===== config.mk =====
export PLATFORM = sky130hd
export DESIGN_NAME = kbd_cursor_ctrl
export DESIGN_NICKNAME = d
export VERILOG_FILES = /design/src/rtl/kbd_pkg.sv /design/src/rtl/cursor_step.sv /design/src/rtl/kbd_cursor_ctrl.sv
export SDC_FILE = /design/constraint.sdc
export NUM_CORES = 1
export LEC_CHECK = 0
export CAP_MARGIN = 20
export CORE_MARGIN = 1
export CORE_UTILIZATION = 32
export CTS_BUF_LIST = sky130_fd_sc_hd__clkbuf_4 sky130_fd_sc_hd__clkbuf_8
export CTS_CLUSTER_DIAMETER = 30
export DETAILED_ROUTE_END_ITERATION = 8
export PLACE_DENSITY = 0.47
export SLEW_MARGIN = 15
export SYNTH_ARGS = -nofsm -noshare
export SYNTH_HDL_FRONTEND = slang
export SYNTH_SLANG_ARGS = --single-unit

===== constraint.sdc =====
create_clock -name sys_clk -period 7.75 [get_ports sys_clk]
set_clock_uncertainty 0.2 [all_clocks]
set_input_delay 1.55 -clock sys_clk [delete_from_list [all_inputs] [get_ports sys_clk]]
set_output_delay 1.55 -clock sys_clk [all_outputs]
set_load 0.03 [all_outputs]

===== src/rtl/kbd_pkg.sv =====
// Shared types and constants for the keyboard cursor controller.
package kbd_pkg;

    localparam int COORD_W = 4;
    localparam int IDX_W   = 8;
    localparam int CNT_W   = 8;

    typedef enum logic [1:0] {
        DIR_UP    = 2'd0,
        DIR_DOWN  = 2'd1,
        DIR_LEFT  = 2'd2,
        DIR_RIGHT = 2'd3
    } dir_e;

    typedef enum logic [1:0] {
        ST_IDLE = 2'd0,
        ST_LOCK = 2'd1,
        ST_SHOT = 2'd2
    } state_e;

endpackage


===== src/rtl/cursor_step.sv =====
// One-axis cursor step: clamps at the grid edges by default, wraps modulo SIZE
// when CURSOR_WRAP_EN is defined.
module cursor_step
    import kbd_pkg::*;
#(
    parameter int SIZE = 10
) (
    input  logic [COORD_W-1:0] pos,
    input  logic               dec,
    input  logic               inc,
    output logic [COORD_W-1:0] nxt
);

    localparam logic [COORD_W-1:0] LAST = COORD_W'(SIZE - 1);
    localparam logic [COORD_W-1:0] ONE  = COORD_W'(1);

    always_comb begin
        nxt = pos;
        if (dec) begin
`ifdef CURSOR_WRAP_EN
            nxt = (pos == '0) ? LAST : pos - ONE;
`else
            nxt = (pos == '0) ? pos : pos - ONE;
`endif
        end else if (inc) begin
`ifdef CURSOR_WRAP_EN
            nxt = (pos == LAST) ? '0 : pos + ONE;
`else
            nxt = (pos == LAST) ? pos : pos + ONE;
`endif
        end
    end

endmodule


===== src/rtl/kbd_cursor_ctrl.sv =====
// Keyboard-driven cursor and shot request controller with fired-cell map and
// post-event lockout. Edge behaviour selected by CURSOR_WRAP_EN (see cursor_step).
//
// state   | meaning
// IDLE    | no shot pending, no lockout; key events accepted
// LOCK    | lockout counter running; key events discarded
// SHOT    | shot_valid asserted, waiting for shot_ready
module kbd_cursor_ctrl
    import kbd_pkg::*;
#(
    parameter int GRID_W   = 10,
    parameter int GRID_H   = 10,
    parameter int LOCK_CYC = 16
) (
    input  logic               sys_clk,
    input  logic               rst_n,
    input  logic               kbd_done,
    input  logic [1:0]         kbd_dir,
    input  logic               kbd_fire,
    input  logic               enable,
    input  logic               new_game,
    input  logic               shot_ready,
    output logic [COORD_W-1:0] cur_x,
    output logic [COORD_W-1:0] cur_y,
    output logic               shot_valid,
    output logic [COORD_W-1:0] shot_x,
    output logic [COORD_W-1:0] shot_y,
    output logic               dup_err
);

    localparam int                    MAP_BITS  = GRID_W * GRID_H;
    localparam logic [MAP_BITS-1:0]   MAP_ONE   = MAP_BITS'(1);
    localparam logic [CNT_W-1:0]      LOCK_LOAD = CNT_W'(LOCK_CYC - 1);
    localparam logic [CNT_W-1:0]      CNT_ONE   = CNT_W'(1);

    state_e               state_q, state_d;
    logic [CNT_W-1:0]     lock_cnt;
    logic [MAP_BITS-1:0]  fired_map;
    logic [IDX_W-1:0]     cell_idx;
    logic [MAP_BITS-1:0]  cell_mask;
    logic                 cell_fired;
    logic                 accept;
    logic                 do_move, do_shot, do_dup, load_lock;
    logic [COORD_W-1:0]   x_nxt, y_nxt;
    dir_e                 dir;

    assign dir        = dir_e'(kbd_dir);
    assign cell_idx   = IDX_W'(cur_y) * IDX_W'(GRID_W) + IDX_W'(cur_x);
    assign cell_mask  = MAP_ONE << cell_idx;
    assign cell_fired = |(fired_map & cell_mask);
    // new_game has priority, so it can never coincide with an accepted event
    assign accept     = (state_q == ST_IDLE) && enable && kbd_done && !new_game;
    assign shot_valid = (state_q == ST_SHOT);

    cursor_step #(.SIZE(GRID_W)) u_step_x (
        .pos (cur_x),
        .dec (do_move && (dir == DIR_LEFT)),
        .inc (do_move && (dir == DIR_RIGHT)),
        .nxt (x_nxt)
    );

    cursor_step #(.SIZE(GRID_H)) u_step_y (
        .pos (cur_y),
        .dec (do_move && (dir == DIR_UP)),
        .inc (do_move && (dir == DIR_DOWN)),
        .nxt (y_nxt)
    );

    always_ff @(posedge sys_clk or negedge rst_n) begin
        if (!rst_n) state_q <= ST_IDLE;
        else        state_q <= state_d;
    end

    always_comb begin
        state_d   = state_q;
        do_move   = 1'b0;
        do_shot   = 1'b0;
        do_dup    = 1'b0;
        load_lock = 1'b0;
        case (state_q)
            ST_IDLE: begin
                if (accept) begin
                    if (!kbd_fire) begin
                        do_move   = 1'b1;
                        load_lock = 1'b1;
                        state_d   = ST_LOCK;
                    end else if (cell_fired) begin
                        do_dup    = 1'b1;
                        load_lock = 1'b1;
                        state_d   = ST_LOCK;
                    end else begin
                        do_shot   = 1'b1;
                        state_d   = ST_SHOT;
                    end
                end
            end
            ST_LOCK: begin
                if (new_game || lock_cnt == '0) state_d = ST_IDLE;
            end
            ST_SHOT: begin
                if (shot_ready) begin
                    load_lock = 1'b1;
                    state_d   = ST_LOCK;
                end
            end
            default: state_d = ST_IDLE;
        endcase
    end

    always_ff @(posedge sys_clk or negedge rst_n) begin
        if (!rst_n) begin
            cur_x     <= '0;
            cur_y     <= '0;
            shot_x    <= '0;
            shot_y    <= '0;
            dup_err   <= 1'b0;
            fired_map <= '0;
            lock_cnt  <= '0;
        end else begin
            dup_err <= do_dup;

            if (new_game) begin
                cur_x     <= '0;
                cur_y     <= '0;
                fired_map <= '0;
            end else if (do_move) begin
                cur_x <= x_nxt;
                cur_y <= y_nxt;
            end

            if (do_shot) begin
                fired_map <= fired_map | cell_mask;
                shot_x    <= cur_x;
                shot_y    <= cur_y;
            end

            if (load_lock)
                lock_cnt <= LOCK_LOAD;
            else if (new_game && state_q == ST_LOCK)
                lock_cnt <= '0;
            else if (state_q == ST_LOCK && lock_cnt != '0)
                lock_cnt <= lock_cnt - CNT_ONE;
        end
    end

endmodule

==> impl_metrics.json <==
{
  "status": "finished, final reports clean",
  "synth_edf_count": 0,
  "max_cap_violations": 0,
  "antenna_found_initial": 0,
  "io_pins": 27,
  "min_from": "fired_map[45]",
  "grt_use_total": 0.2212,
  "wl_per_cell_um": 22.36,
  "synth_area_per_cell_um2": 9.245,
  "yosys_warnings": 0,
  "power.share.clock": 0.388,
  "overflow": 0,
  "switching_share": 0.3082,
  "antennaDiodeCount": 0,
  "powerDensity_mw_per_mm2": 184.6,
  "grt_max_degree": 84,
  "layout_setup_ws_ns": 1.259,
  "dp_hpwl_mm": 17.50,
  "slowest_delay_ns": 0.68,
  "postCtsHoldBufs": 0,
  "vias": 6666,
  "grt_pass1_vias": 6679,
  "max_slew_margin": 0.3052,
  "crit_slowest_cell": "a2111oi_0",
  "critPathCaptureType": "register",
  "ys_seq_area_frac": 0.4192,
  "syn_area_mm2": 0.007581,
  "rows": 55,
  "reg2reg_depth": 14,
  "clkTransAtPathRegs_ns": 0.08,
  "grt_first_pass_wirelength_mm": 40.79,
  "timing.rr.start": "cur_y[3]",
  "cts_tree": "built",
  "cts_resized": 0,
  "hp-class": "register to register",
  "p_comb_frac": 0.168,
  "fill_cells": 2366,
  "synth_nets": 847,
  "seq_power_share": 0.444,
  "synthToLayoutAreaGrowth_pct": 11.82,
  "drt_first_pass_iters": 5,
  "stdcell_count": 1148,
  "post-cts-setup-buffer-count": 0,
  "r2r-end": "fired_map[5]",
  "fin_crit_sh": 0.8375,
  "period_needed_ns": 6.491,
  "ctsLongestPathBuffers": 2,
  "dr.first_iter.drc_count": 688,
  "cts_root_buf": "clkbuf_8",
  "leakagePower_uw": 0.003229,
  "postRouteWirelength_mm": 25.67,
  "clk_latency_ns": 0.45,
  "coreArea_mm2": 0.02292,
  "setup_viol": 0,
  "rsz0062_at_grt": "no",
  "start_util": 0.3308,
  "die_area_mm2": 0.02431,
  "async_reset_ff_frac": 1.000,
  "intPower_uw": 1083,
  "cp.buffers_inverters": 2,
  "p_switching_uw": 482.4,
  "worst_ep_required_time_ns": 7.90,
  "min_path_cells": 2,
  "holdPathEnd": "fired_map[45]",
  "ys_ff_latch": 127,
  "layout.nets": 850,
  "critPathLaunchType": "register",
  "drive_gt1_frac": 0.09940,
  "die_h_um": 155.9,
  "fmax_mhz": 154.1,
  "syn_inst": 820,
  "htree_num_levels": 4,
  "synth.distinct_cells": 71,
  "drc": 0,
  "finalSetupTns_ns": 0,
  "finalMaxSlewViolations": 0,
  "cp_data_arrival_time_ns": 6.64,
  "timing.setup.critical_path_class": "register to register",
  "portBuffers": 26,
  "viasPerCell": 5.807,
  "cts_buffers": 17,
  "hold_violations": 0,
  "place_congestion": 0.9337,
  "cp_max_fo": 66,
  "crit_family": "simple AND/OR/NAND/NOR gates",
  "die_w_um": 155.9,
  "rrSetupSlack_ns": 1.26,
  "ant_nets": 0,
  "worstPathCellList": "ha_1 > ha_1 > fa_1 > a21boi_1 > a22o_1 > buf_4 > nor2_1 > and3_1 > a2111oi_0 > o21ai_1 > nor4_2 > nand2b_4 > buf_4 > o32ai_1",
  "ir_drop_v": 0.0001036,
  "cts_num_sinks": 127,
  "ys.flop_type": "dfrtp_1",
  "worst-slew-pin-transition_ns": 1.038,
  "dpl.cell_count": 1116,
  "dp_slack_ns": 1.357
}
==> layer usage <==
metal  global-route usage  wire length [µm]  up-vias
li1                     -                 -     3021
met1               0.3080             11890     3380
met2               0.3476             12050      241
met3              0.03361              1269       24
met4              0.07796               460        0
met5                    0                 0        -
==> area by class of cell <==
type,count,area (µm²),share of cell area
clock inverter,11,141.4,0.01668
multi-input combinational,523,3681,0.4342
clock buffer,20,262.8,0.03100
timing repair buffer,47,420.4,0.04959
tap,313,391.6,0.04620
inverter,107,401.6,0.04738
sequential,127,3178,0.3749
==> worst min-delay path, stage by stage (launching register included) <==
cell	delay (ns)
dfrtp_1	0.34
nand2b_1	0.05
o31ai_1	0.06
==> stage by stage <==
step / utilization / hold slack [ns] / power (µW) / instance area (µm²)
floorplan: - / 0.2483 / 864.3 / 7581
global placement: 0.3516 / 0.2637 / 963.4 / 8058
detailed placement: 0.3516 / 0.2689 / 966.2 / 8058
CTS: 0.3693 / 0.2876 / 1576 / 8462
global route: 0.3699 / 0.3012 / 1632 / 8477
finish: 0.3699 / 0.2839 / 1565 / 8477
==> cell usage after synthesis, types with 4 or more instances <==
cell type	n	area, µm²
dfrtp_1	127	3178
inv_1	106	397.9
o32ai_1	78	683.2
nand2_1	71	266.5
nor2_1	43	161.4
clkbuf_1	33	123.9
nand3_1	25	125.1
nor3_1	21	105.1
nand4_1	19	118.9
a21oi_1	18	90.09
nand2b_1	17	106.4
o21ai_0	16	80.08
nor4_1	15	93.84
ha_1	14	175.2
buf_2	13	65.06
o31ai_1	13	97.59
mux2i_1	12	120.1
a211oi_1	11	82.58
o22ai_1	10	62.56
buf_6	9	101.4
or3_1	9	56.30
a32oi_1	8	70.07
mux2_4	8	120.1
o22ai_2	8	100.1
xnor2_1	8	70.07
a2111oi_0	6	52.55
a31oi_1	6	37.54
and3_1	6	37.54
o211ai_1	6	45.04
a21o_1	5	37.54
a22oi_1	5	37.54
nor2b_1	5	31.28
xor2_1	5	43.79
a221oi_1	4	35.03
buf_1	4	15.01
buf_4	4	30.03
fa_1	4	80.08
==> how the worst max path moves through the flow <==
stage	from	to	slack, ns	cells after the start
3_5_place_dp	cur_y[3]	fired_map[5]	1.36	14
4_1_cts	cur_y[3]	fired_map[5]	1.33	14
2_1_floorplan	cur_y[1]	shot_x[0]	3.20	15
3_3_place_gp	cur_y[3]	fired_map[70]	1.63	14
5_1_grt	cur_y[3]	fired_map[1]	0.90	14
6_report	cur_y[3]	fired_map[5]	1.26	14
==> sequential cells by signal (all words and copies together), names as in the netlist <==
signal and count:
shot_x 4, fired_map 100, lock_cnt 8, cur_x 4
cur_y 4, shot_y 4, state_q 2, dup_err 1
==> power groups by stage <==
stage	logic, µW	registers, µW	clock network (µW)
final	263	695	607
after global routing	283	699	650
after CTS	258	696	623
after floorplan	144	720	0
after detailed placement	257	709	0
after global placement	255	708	0
==> placed cells by master (no fill, tap or decap), types with 7 or more instances in the layout <==
cell type,count
dfrtp_1,127
inv_1,106
o32ai_1,78
nand2_1,71
nor2_1,43
nand3_1,25
clkdlybuf4s50_1,24
nor3_1,21
buf_4,21
nand4_1,19
a21oi_1,18
clkbuf_8,18
nand2b_1,16
o21ai_0,16
nor4_1,15
ha_1,14
o31ai_1,13
mux2i_1,12
a211oi_1,11
o22ai_1,10
or3_1,9
a32oi_1,8
mux2_4,8
o22ai_2,8
xnor2_1,7
==> kinds of logic after synthesis <==
group | Yosys count | synth area share
simple gates | 247 | 0.1627
compound gates | 221 | 0.2324
buf+inv | 170 | 0.09721
flops | 127 | 0.4192
mux | 22 | 0.03466
fa+ha+maj | 18 | 0.03367
xor+xnor | 15 | 0.02014
Power figures use the tool's default switching activity.
